[src/rtl/wb_regs_if.sv]
// ============================================================================
// Interface : wb_regs_if
// Purpose   : Bus bundle between the ex/id stages and the write-back register
//             file. Debug-port signals exist only when REGS_DBG_PORT_EN is
//             defined.
// Revision  : 1.0 - initial release
// ============================================================================
`default_nettype none

interface wb_regs_if #(
    parameter int DATA_W = 32,
    parameter int ADDR_W = 5,
    parameter int CNT_W  = 64
);
    // ex-stage result
    logic [ADDR_W-1:0] rd_addr_i;
    logic [DATA_W-1:0] rd_data_i;
    logic              rd_wen_i;
    // id-stage read ports
    logic [ADDR_W-1:0] reg1_raddr_i;
    logic [ADDR_W-1:0] reg2_raddr_i;
    logic [DATA_W-1:0] reg1_rdata_o;
    logic [DATA_W-1:0] reg2_rdata_o;
    // committed-write counter
    logic [CNT_W-1:0]  wb_cnt_o;

`ifdef REGS_DBG_PORT_EN
    // debug access port
    logic              dbg_req_i;
    logic              dbg_we_i;
    logic [ADDR_W-1:0] dbg_addr_i;
    logic [DATA_W-1:0] dbg_wdata_i;
    logic              dbg_ack_o;
    logic [DATA_W-1:0] dbg_rdata_o;

    modport master (
        output rd_addr_i, rd_data_i, rd_wen_i, reg1_raddr_i, reg2_raddr_i,
        output dbg_req_i, dbg_we_i, dbg_addr_i, dbg_wdata_i,
        input  reg1_rdata_o, reg2_rdata_o, wb_cnt_o, dbg_ack_o, dbg_rdata_o
    );
    modport slave (
        input  rd_addr_i, rd_data_i, rd_wen_i, reg1_raddr_i, reg2_raddr_i,
        input  dbg_req_i, dbg_we_i, dbg_addr_i, dbg_wdata_i,
        output reg1_rdata_o, reg2_rdata_o, wb_cnt_o, dbg_ack_o, dbg_rdata_o
    );
`else
    modport master (
        output rd_addr_i, rd_data_i, rd_wen_i, reg1_raddr_i, reg2_raddr_i,
        input  reg1_rdata_o, reg2_rdata_o, wb_cnt_o
    );
    modport slave (
        input  rd_addr_i, rd_data_i, rd_wen_i, reg1_raddr_i, reg2_raddr_i,
        output reg1_rdata_o, reg2_rdata_o, wb_cnt_o
    );
`endif

endinterface

`default_nettype wire

[src/rtl/wb_regs.sv]
// ============================================================================
// Module    : wb_regs
// Purpose   : Write-back pipeline register plus integer register file with
//             ex/WB forwarding on both read ports and a committed-write
//             counter. Optional debug access port enabled by defining
//             REGS_DBG_PORT_EN.
// Revision  : 1.0 - initial release
// ============================================================================
`default_nettype none

module wb_regs #(
    parameter int DATA_W  = 32,
    parameter int REG_NUM = 32,
    parameter int CNT_W   = 64
) (
    input  wire logic clk,
    input  wire logic rst_n,
    wb_regs_if.slave  bus
);

    localparam int ADDR_W = $clog2(REG_NUM);

    logic [DATA_W-1:0] regs [REG_NUM];
    logic              wb_wen_q;
    logic [ADDR_W-1:0] wb_addr_q;
    logic [DATA_W-1:0] wb_data_q;
    logic [CNT_W-1:0]  wb_cnt_q;

    // debug write strobe into the array (tied off without the debug port)
    logic              dbg_wr;
    logic [ADDR_W-1:0] dbg_wr_addr;
    logic [DATA_W-1:0] dbg_wr_data;

    // Youngest producer wins: ex result, then WB register, then the array.
    function automatic logic [DATA_W-1:0] fwd_read(
        input logic [ADDR_W-1:0] addr,
        input logic              ex_wen,
        input logic [ADDR_W-1:0] ex_addr,
        input logic [DATA_W-1:0] ex_data,
        input logic              wbk_wen,
        input logic [ADDR_W-1:0] wbk_addr,
        input logic [DATA_W-1:0] wbk_data,
        input logic [DATA_W-1:0] arr_data
    );
        logic [DATA_W-1:0] val;
        if (addr == '0)
            val = '0;
        else if (ex_wen && ex_addr == addr)
            val = ex_data;
        else if (wbk_wen && wbk_addr == addr)
            val = wbk_data;
        else
            val = arr_data;
        return val;
    endfunction

    // WB pipeline register; x0 writes are dropped here so they never commit
    always_ff @(posedge clk or negedge rst_n) begin
        if (!rst_n) begin
            wb_wen_q  <= 1'b0;
            wb_addr_q <= '0;
            wb_data_q <= '0;
        end else begin
            wb_addr_q <= bus.rd_addr_i;
            wb_data_q <= bus.rd_data_i;
            wb_wen_q  <= bus.rd_wen_i && (bus.rd_addr_i != '0);
        end
    end

    // Register array: pipeline commit is applied last so it overrides a debug write
    always_ff @(posedge clk or negedge rst_n) begin
        if (!rst_n) begin
            for (int i = 0; i < REG_NUM; i++) begin
                regs[i] <= '0;
            end
        end else begin
            if (dbg_wr)
                regs[dbg_wr_addr] <= dbg_wr_data;
            if (wb_wen_q)
                regs[wb_addr_q] <= wb_data_q;
        end
    end

    // Committed-write counter, wraps naturally at 2^CNT_W
    always_ff @(posedge clk or negedge rst_n) begin
        if (!rst_n)
            wb_cnt_q <= '0;
        else if (wb_wen_q)
            wb_cnt_q <= wb_cnt_q + CNT_W'(1);
    end

    assign bus.wb_cnt_o = wb_cnt_q;

    // Read ports are held at zero while reset is asserted
    assign bus.reg1_rdata_o = !rst_n ? '0 :
        fwd_read(bus.reg1_raddr_i, bus.rd_wen_i, bus.rd_addr_i, bus.rd_data_i,
                 wb_wen_q, wb_addr_q, wb_data_q, regs[bus.reg1_raddr_i]);
    assign bus.reg2_rdata_o = !rst_n ? '0 :
        fwd_read(bus.reg2_raddr_i, bus.rd_wen_i, bus.rd_addr_i, bus.rd_data_i,
                 wb_wen_q, wb_addr_q, wb_data_q, regs[bus.reg2_raddr_i]);

`ifdef REGS_DBG_PORT_EN
    typedef enum logic [1:0] {
        DBG_IDLE = 2'd0,
        DBG_WAIT = 2'd1,
        DBG_ACK  = 2'd2
    } dbg_state_t;

    dbg_state_t        dbg_state;
    logic              dbg_ack;
    logic [DATA_W-1:0] dbg_rdata;
    logic              pipe_busy;
    logic              dbg_fire;
    logic [DATA_W-1:0] dbg_fwd;

    // A debug write must not race an in-flight pipeline write
    assign pipe_busy = wb_wen_q || bus.rd_wen_i;

    assign dbg_fwd = fwd_read(bus.dbg_addr_i, bus.rd_wen_i, bus.rd_addr_i, bus.rd_data_i,
                              wb_wen_q, wb_addr_q, wb_data_q, regs[bus.dbg_addr_i]);

    // Decide whether the debug access is performed on this edge
    always_comb begin
        dbg_fire = 1'b0;
        case (dbg_state)
            DBG_IDLE: dbg_fire = bus.dbg_req_i && !(bus.dbg_we_i && pipe_busy);
            DBG_WAIT: dbg_fire = bus.dbg_req_i && !pipe_busy;
            default:  dbg_fire = 1'b0;
        endcase
    end

    assign dbg_wr      = dbg_fire && bus.dbg_we_i && (bus.dbg_addr_i != '0);
    assign dbg_wr_addr = bus.dbg_addr_i;
    assign dbg_wr_data = bus.dbg_wdata_i;

    // Debug FSM: capture read data on access, pulse ack for one cycle
    always_ff @(posedge clk or negedge rst_n) begin
        if (!rst_n) begin
            dbg_state <= DBG_IDLE;
            dbg_ack   <= 1'b0;
            dbg_rdata <= '0;
        end else begin
            dbg_ack <= 1'b0;
            case (dbg_state)
                DBG_IDLE: begin
                    if (dbg_fire) begin
                        dbg_rdata <= dbg_fwd;
                        dbg_ack   <= 1'b1;
                        dbg_state <= DBG_ACK;
                    end else if (bus.dbg_req_i) begin
                        dbg_state <= DBG_WAIT;
                    end
                end
                DBG_WAIT: begin
                    if (!bus.dbg_req_i) begin
                        dbg_state <= DBG_IDLE;
                    end else if (dbg_fire) begin
                        dbg_rdata <= dbg_fwd;
                        dbg_ack   <= 1'b1;
                        dbg_state <= DBG_ACK;
                    end
                end
                DBG_ACK:  dbg_state <= DBG_IDLE;
                default:  dbg_state <= DBG_IDLE;
            endcase
        end
    end

    assign bus.dbg_ack_o   = dbg_ack;
    assign bus.dbg_rdata_o = dbg_rdata;
`else
    assign dbg_wr      = 1'b0;
    assign dbg_wr_addr = '0;
    assign dbg_wr_data = '0;
`endif

endmodule

`default_nettype wire
[src/flat_wrapper.sv]
// flat-port wrapper written by rule: the top's interface ports become plain ports
module wb_regs_flat 
#(
    parameter int DATA_W  = 32,
    parameter int REG_NUM = 32,
    parameter int CNT_W   = 64
)
  (clk, rst_n, bus_rd_addr_i, bus_rd_data_i, bus_rd_wen_i, bus_reg1_raddr_i, bus_reg2_raddr_i, bus_reg1_rdata_o, bus_reg2_rdata_o, bus_wb_cnt_o);
  wb_regs_if #(.DATA_W(DATA_W), .CNT_W(CNT_W)) bus_i ();
  input  wire logic clk;
  input  wire logic rst_n;
  input wire logic [$bits(bus_i.rd_addr_i)-1:0] bus_rd_addr_i;
  input wire logic [$bits(bus_i.rd_data_i)-1:0] bus_rd_data_i;
  input wire logic [$bits(bus_i.rd_wen_i)-1:0] bus_rd_wen_i;
  input wire logic [$bits(bus_i.reg1_raddr_i)-1:0] bus_reg1_raddr_i;
  input wire logic [$bits(bus_i.reg2_raddr_i)-1:0] bus_reg2_raddr_i;
  output wire logic [$bits(bus_i.reg1_rdata_o)-1:0] bus_reg1_rdata_o;
  output wire logic [$bits(bus_i.reg2_rdata_o)-1:0] bus_reg2_rdata_o;
  output wire logic [$bits(bus_i.wb_cnt_o)-1:0] bus_wb_cnt_o;
  assign bus_i.rd_addr_i = bus_rd_addr_i;
  assign bus_i.rd_data_i = bus_rd_data_i;
  assign bus_i.rd_wen_i = bus_rd_wen_i;
  assign bus_i.reg1_raddr_i = bus_reg1_raddr_i;
  assign bus_i.reg2_raddr_i = bus_reg2_raddr_i;
  assign bus_reg1_rdata_o = bus_i.reg1_rdata_o;
  assign bus_reg2_rdata_o = bus_i.reg2_rdata_o;
  assign bus_wb_cnt_o = bus_i.wb_cnt_o;
  wb_regs #(.DATA_W(DATA_W), .REG_NUM(REG_NUM), .CNT_W(CNT_W)) u_core (.clk(clk), .rst_n(rst_n), .bus(bus_i));
endmodule
[config.mk]
export PLATFORM = sky130hd
export DESIGN_NAME = wb_regs_flat
export DESIGN_NICKNAME = d
export VERILOG_FILES = /design/src/rtl/wb_regs_if.sv /design/src/rtl/wb_regs.sv /design/src/flat_wrapper.sv
export SDC_FILE = /design/constraint.sdc
export NUM_CORES = 2
export LEC_CHECK = 0
export BUFFER_PORTS_ARGS = -buffer_cell sky130_fd_sc_hd__buf_4
export CORE_UTILIZATION = 45
export CTS_CLUSTER_SIZE = 16
export DETAILED_ROUTE_END_ITERATION = 7
export GPL_ROUTABILITY_DRIVEN = 0
export GPL_TIMING_DRIVEN = 1
export PLACE_DENSITY_LB_ADDON = 0.25
export SYNTH_ARGS = -nofsm -noshare
export SYNTH_HDL_FRONTEND = slang
export SYNTH_SLANG_ARGS = --single-unit
export TNS_END_PERCENT = 5
[constraint.sdc]
create_clock -name clk -period 4.6 [get_ports clk]
set_input_delay 0.23 -clock clk [delete_from_list [all_inputs] [get_ports clk]]
set_output_delay 0.23 -clock clk [all_outputs]
set_load 0.01 [all_outputs]
==> impl_results.md <==
* Synth Flop Type: sky130_fd_sc_hd__dfrtp_1
* Initial drt markers at approximately 4200
* Post-Synthesis Cells at 4810
* Critical path class: flip-flop to primary output
* CTS sink cnt at 1126
* Area share of and/or/nand/nor cells after synthesis at 0.0431
* Die width at roughly 370 um
* Area of the mapped netlist at 60700 um^2
* Final Setup Violations at 0
* Proportion of synthesized chip area in sequential cells at 0.464
* Detail Route Antenna Nets at 0
* Min-Delay Path Class: input port to asynchronous set/reset pin
* Gr ovfl total at 0
* Reg-to-reg slack, setup at about 1.5 ns
* Slew Viols, Final at 0
* Outcome: finished with violations
* Synth top area share at 0.464
* Sum of negative setup slack at 0 ns
* Top cells by area, synth: sky130_fd_sc_hd__dfrtp_1 46%, sky130_fd_sc_hd__mux2_2 19%, sky130_fd_sc_hd__mux2i_1 17%
* H-tree levels at 4
* Setup repair after global routing missed its margin: no
* CP cell instances: and2_2 > and2_2 > buf_4 > o31ai_1 > a22o_1 > buf_4
* Number of different library cells in the post-synthesis netlist at 46
* Placeable Area at 134000 um^2
* Type of destination of the critical path: primary output
* Number of synthesized register bits at between 1000 and 1500
* Data arrival time of the worst path at 3.85 ns
* Inserted Clock Buffers at 130
* Tot GR Track Use at 0.288
* 1st-pass router iterations at 8
* Slowest library cell on the worst path: sky130_fd_sc_hd__dfrtp_1
* Mux cell area share after synthesis at 0.359
* Net Count, Synth at a little under 5000
* Most frequent cells in the layout: 1126 x sky130_fd_sc_hd__dfrtp_1, 1025 x sky130_fd_sc_hd__mux2_2, 1024 x sky130_fd_sc_hd__mux2i_1
* Worst-case clock buffer depth at 3
* End of the worst register-to-register path: u_core.regs[283]
* Violations in the final reports: design-rule violations
* Pin count of the biggest net entering global routing at 168
* Post-CTS Setup Inserts at 0
* Critical Path Source Type: flip-flop
* Number of nets in the finished design at 4864
* Reg2Reg Depth at 4
* Utilization after layout at 0.513
* Residual DRC at 38
* Detailed Place HPWL at roughly 120 mm
* FFs w/ async S/R, synth at 1.00
* Leakage power total at approximately 0.031 uW
* TritonCTS clock tree: done
* Setup Skew at about 0.021 ns
* Routed length per placed instance at around 30 um
* Crit path max fanout at 19
* Main combinational cell family by area after synthesis: multiplexers
* CP Data Required Time at roughly 4.4 ns
* Starting Density at 0.454
* Die Footprint at approximately 140000 um^2
* Vias in the first global route at 42501
* Proportion of layout cells with a drive suffix above 1 at 0.333
* Area share of xor/xnor cells in the synthesized design at 0.0120
* Clock latency at the later pin of the worst-skew pair at 0.77 ns
* CTS Root Cell: sky130_fd_sc_hd__clkbuf_16
* Synth Warn # at 0
* Cell area after layout at between 60000 and 70000 um^2
* Largest stage delay on the critical path at between 0.8 and 0.9 ns
* Clock-pin slew on the worst setup and hold paths at approximately 0.060 ns
* Largest area contributor in the netlist: sky130_fd_sc_hd__dfrtp_1
* I/O Pins at 178
* Most common cell after layout, fill and taps aside: sky130_fd_sc_hd__dfrtp_1
* Vias per cell at between 6 and 7
* Total count of hold-check failures in the final report at 0
* Category of cells accounting for the largest share of critical-path delay: flip-flops
* Instance area after placement at 63700 um^2
* Buffers added on ports at roughly 180
* VDD IR max at 0.383 mV
* Synth-to-layout area growth at 13.0%
* Area share of fa/ha/maj cells after synthesis at 0.000206
* Headroom to the max-slew limit at 0.115
* Average instance area after synthesis at 12.6 um^2
* Total vias in the final route at between 40000 and 50000
* Origin of the critical flop-to-flop path: u_core.wb_wen_q
* Final critical-path share of the clock period at 0.887
* Die outline height at roughly 370 um
* Routed Wire Length at 198 mm
* First-pass GRT wire length at around 290 mm
* # diodes at 0
* Maximum frequency from static timing analysis at between 200 and 250 MHz
* Standard-cell row count at approximately 130
* Minimum clock period after layout at roughly 4 ns
* Max-cap viol count at 0
* Least-Margin Pin Slew at around 1.3 ns
* Initial antenna violation count at 1
* Compound-cell area share of the yosys netlist at 0.0808
* Crit path buffers/inverters at 2
* Number of enable flip-flop cells after synthesis at 0
* Power density of the placed cells at 422 nW/um^2
==> worst max-delay path by stage <==
stage	start	to	slack (ns)	cells after the start
floorplan	u_core.wb_addr_q[0]	bus_reg1_rdata_o[11]	2.58	8
CTS	u_core.wb_wen_q	bus_reg1_rdata_o[4]	0.56	6
global route	u_core.wb_wen_q	bus_reg1_rdata_o[8]	0.54	6
global placement	u_core.wb_wen_q	bus_reg1_rdata_o[4]	1.36	6
finish	u_core.wb_wen_q	bus_reg1_rdata_o[4]	0.52	6
detailed placement	u_core.wb_wen_q	bus_reg1_rdata_o[4]	1.38	6
==> kinds of logic (layout without fill, tap and decap cells) <==
logic type               after synthesis  count (layout)
multiplexers                        2049            2049
AO/OA/AOI/OAI                        643             643
AND/OR/NAND/NOR                      417             417
buffers and inverters                491             597
XOR/XNOR                              83              83
flip-flops                          1126            1126
adder cells (fa/ha/maj)                1               1
==> through the flow <==
step                std cells  total power, uW  hold WS, ns  setup WS (ns)
finish                   6684            29000       0.0397          0.521
global route             6684            30200       0.0784          0.536
CTS                      6684            29100       0.0464          0.556
detailed placement       6410            18200        0.254           1.38
global placement         6410            18000        0.250           1.36
floorplan                4810            16600      -0.0656           2.58
==> metal layers <==
layer / routed length, um / part of all wire / vias to the layer above / global-route usage
met5: 0 / 0 / - / 0
met4: 7120 / 0.036 / 0 / 0.109
met3: 13700 / 0.070 / 395 / 0.0546
met2: 91900 / 0.47 / 1645 / 0.454
met1: 84800 / 0.43 / 22310 / 0.391
li1: - / - / 18253 / -
==> sequential cells by signal, summed over array words and instances, names as in the netlist <==
signal	count
u_core.regs	1024
u_core.bus.wb_cnt_o	64
u_core.wb_data_q	32
u_core.wb_addr_q	5
u_core.wb_wen_q	1
==> timing repair <==
action,CTS,global route
hold endpoints to repair,97,0
hold buffers,39,0
resized for setup,0,0
==> where the power goes <==
| part | switching (uW) | total [uW] | internal (uW) |
|---|---|---|---|
| sequential | 1530 | 13200 | 11700 |
| combinational | 2270 | 4940 | 2680 |
| clock | 4340 | 10800 | 6440 |
==> cell type report <==
class / count / area, um^2
sequential: 1126 / 28200
clock buffer: 187 / 3870
clock inverter: 48 / 582
fill: 11605 / 65000
timing repair buffer: 357 / 3250
inverter: 5 / 18.8
tap: 1768 / 2210
multi-input combinational: 3193 / 30500
==> cell usage after synthesis (2+ instances only) <==
cell type                  instances
sky130_fd_sc_hd__nor4_1            3
sky130_fd_sc_hd__clkbuf_4          5
sky130_fd_sc_hd__nand4_1         154
sky130_fd_sc_hd__nand2_1          37
sky130_fd_sc_hd__and4b_1           8
sky130_fd_sc_hd__buf_4            75
sky130_fd_sc_hd__and2_1            8
sky130_fd_sc_hd__buf_2           206
sky130_fd_sc_hd__and3_1           17
sky130_fd_sc_hd__inv_1             5
sky130_fd_sc_hd__o31ai_1          64
sky130_fd_sc_hd__nor3_1           12
sky130_fd_sc_hd__nor3b_1           6
sky130_fd_sc_hd__nor4b_4           2
sky130_fd_sc_hd__nor4_2            2
sky130_fd_sc_hd__buf_6             9
sky130_fd_sc_hd__xnor2_1          50
sky130_fd_sc_hd__a22oi_1         512
sky130_fd_sc_hd__nand3b_1          4
sky130_fd_sc_hd__nor4b_2           6
sky130_fd_sc_hd__buf_1            26
sky130_fd_sc_hd__mux2_2         1025
sky130_fd_sc_hd__nand3_1          91
sky130_fd_sc_hd__nor2b_1           2
sky130_fd_sc_hd__nor2_1           33
sky130_fd_sc_hd__dfrtp_1        1126
sky130_fd_sc_hd__nor4bb_1         11
sky130_fd_sc_hd__and4_1            9
sky130_fd_sc_hd__nor4_4            4
sky130_fd_sc_hd__a22o_1           64
sky130_fd_sc_hd__mux2i_1        1024
sky130_fd_sc_hd__xor2_1           33
sky130_fd_sc_hd__clkbuf_1        164
==> worst register-to-register path: stages (launching register included) <==
cell                      delay (ns)
sky130_fd_sc_hd__dfrtp_1        0.87
sky130_fd_sc_hd__nand3_1        0.52
sky130_fd_sc_hd__nor2_4         0.61
sky130_fd_sc_hd__buf_4          0.53
sky130_fd_sc_hd__mux2_2         0.43
No activity file was read; power rests on OpenSTA's default activity.
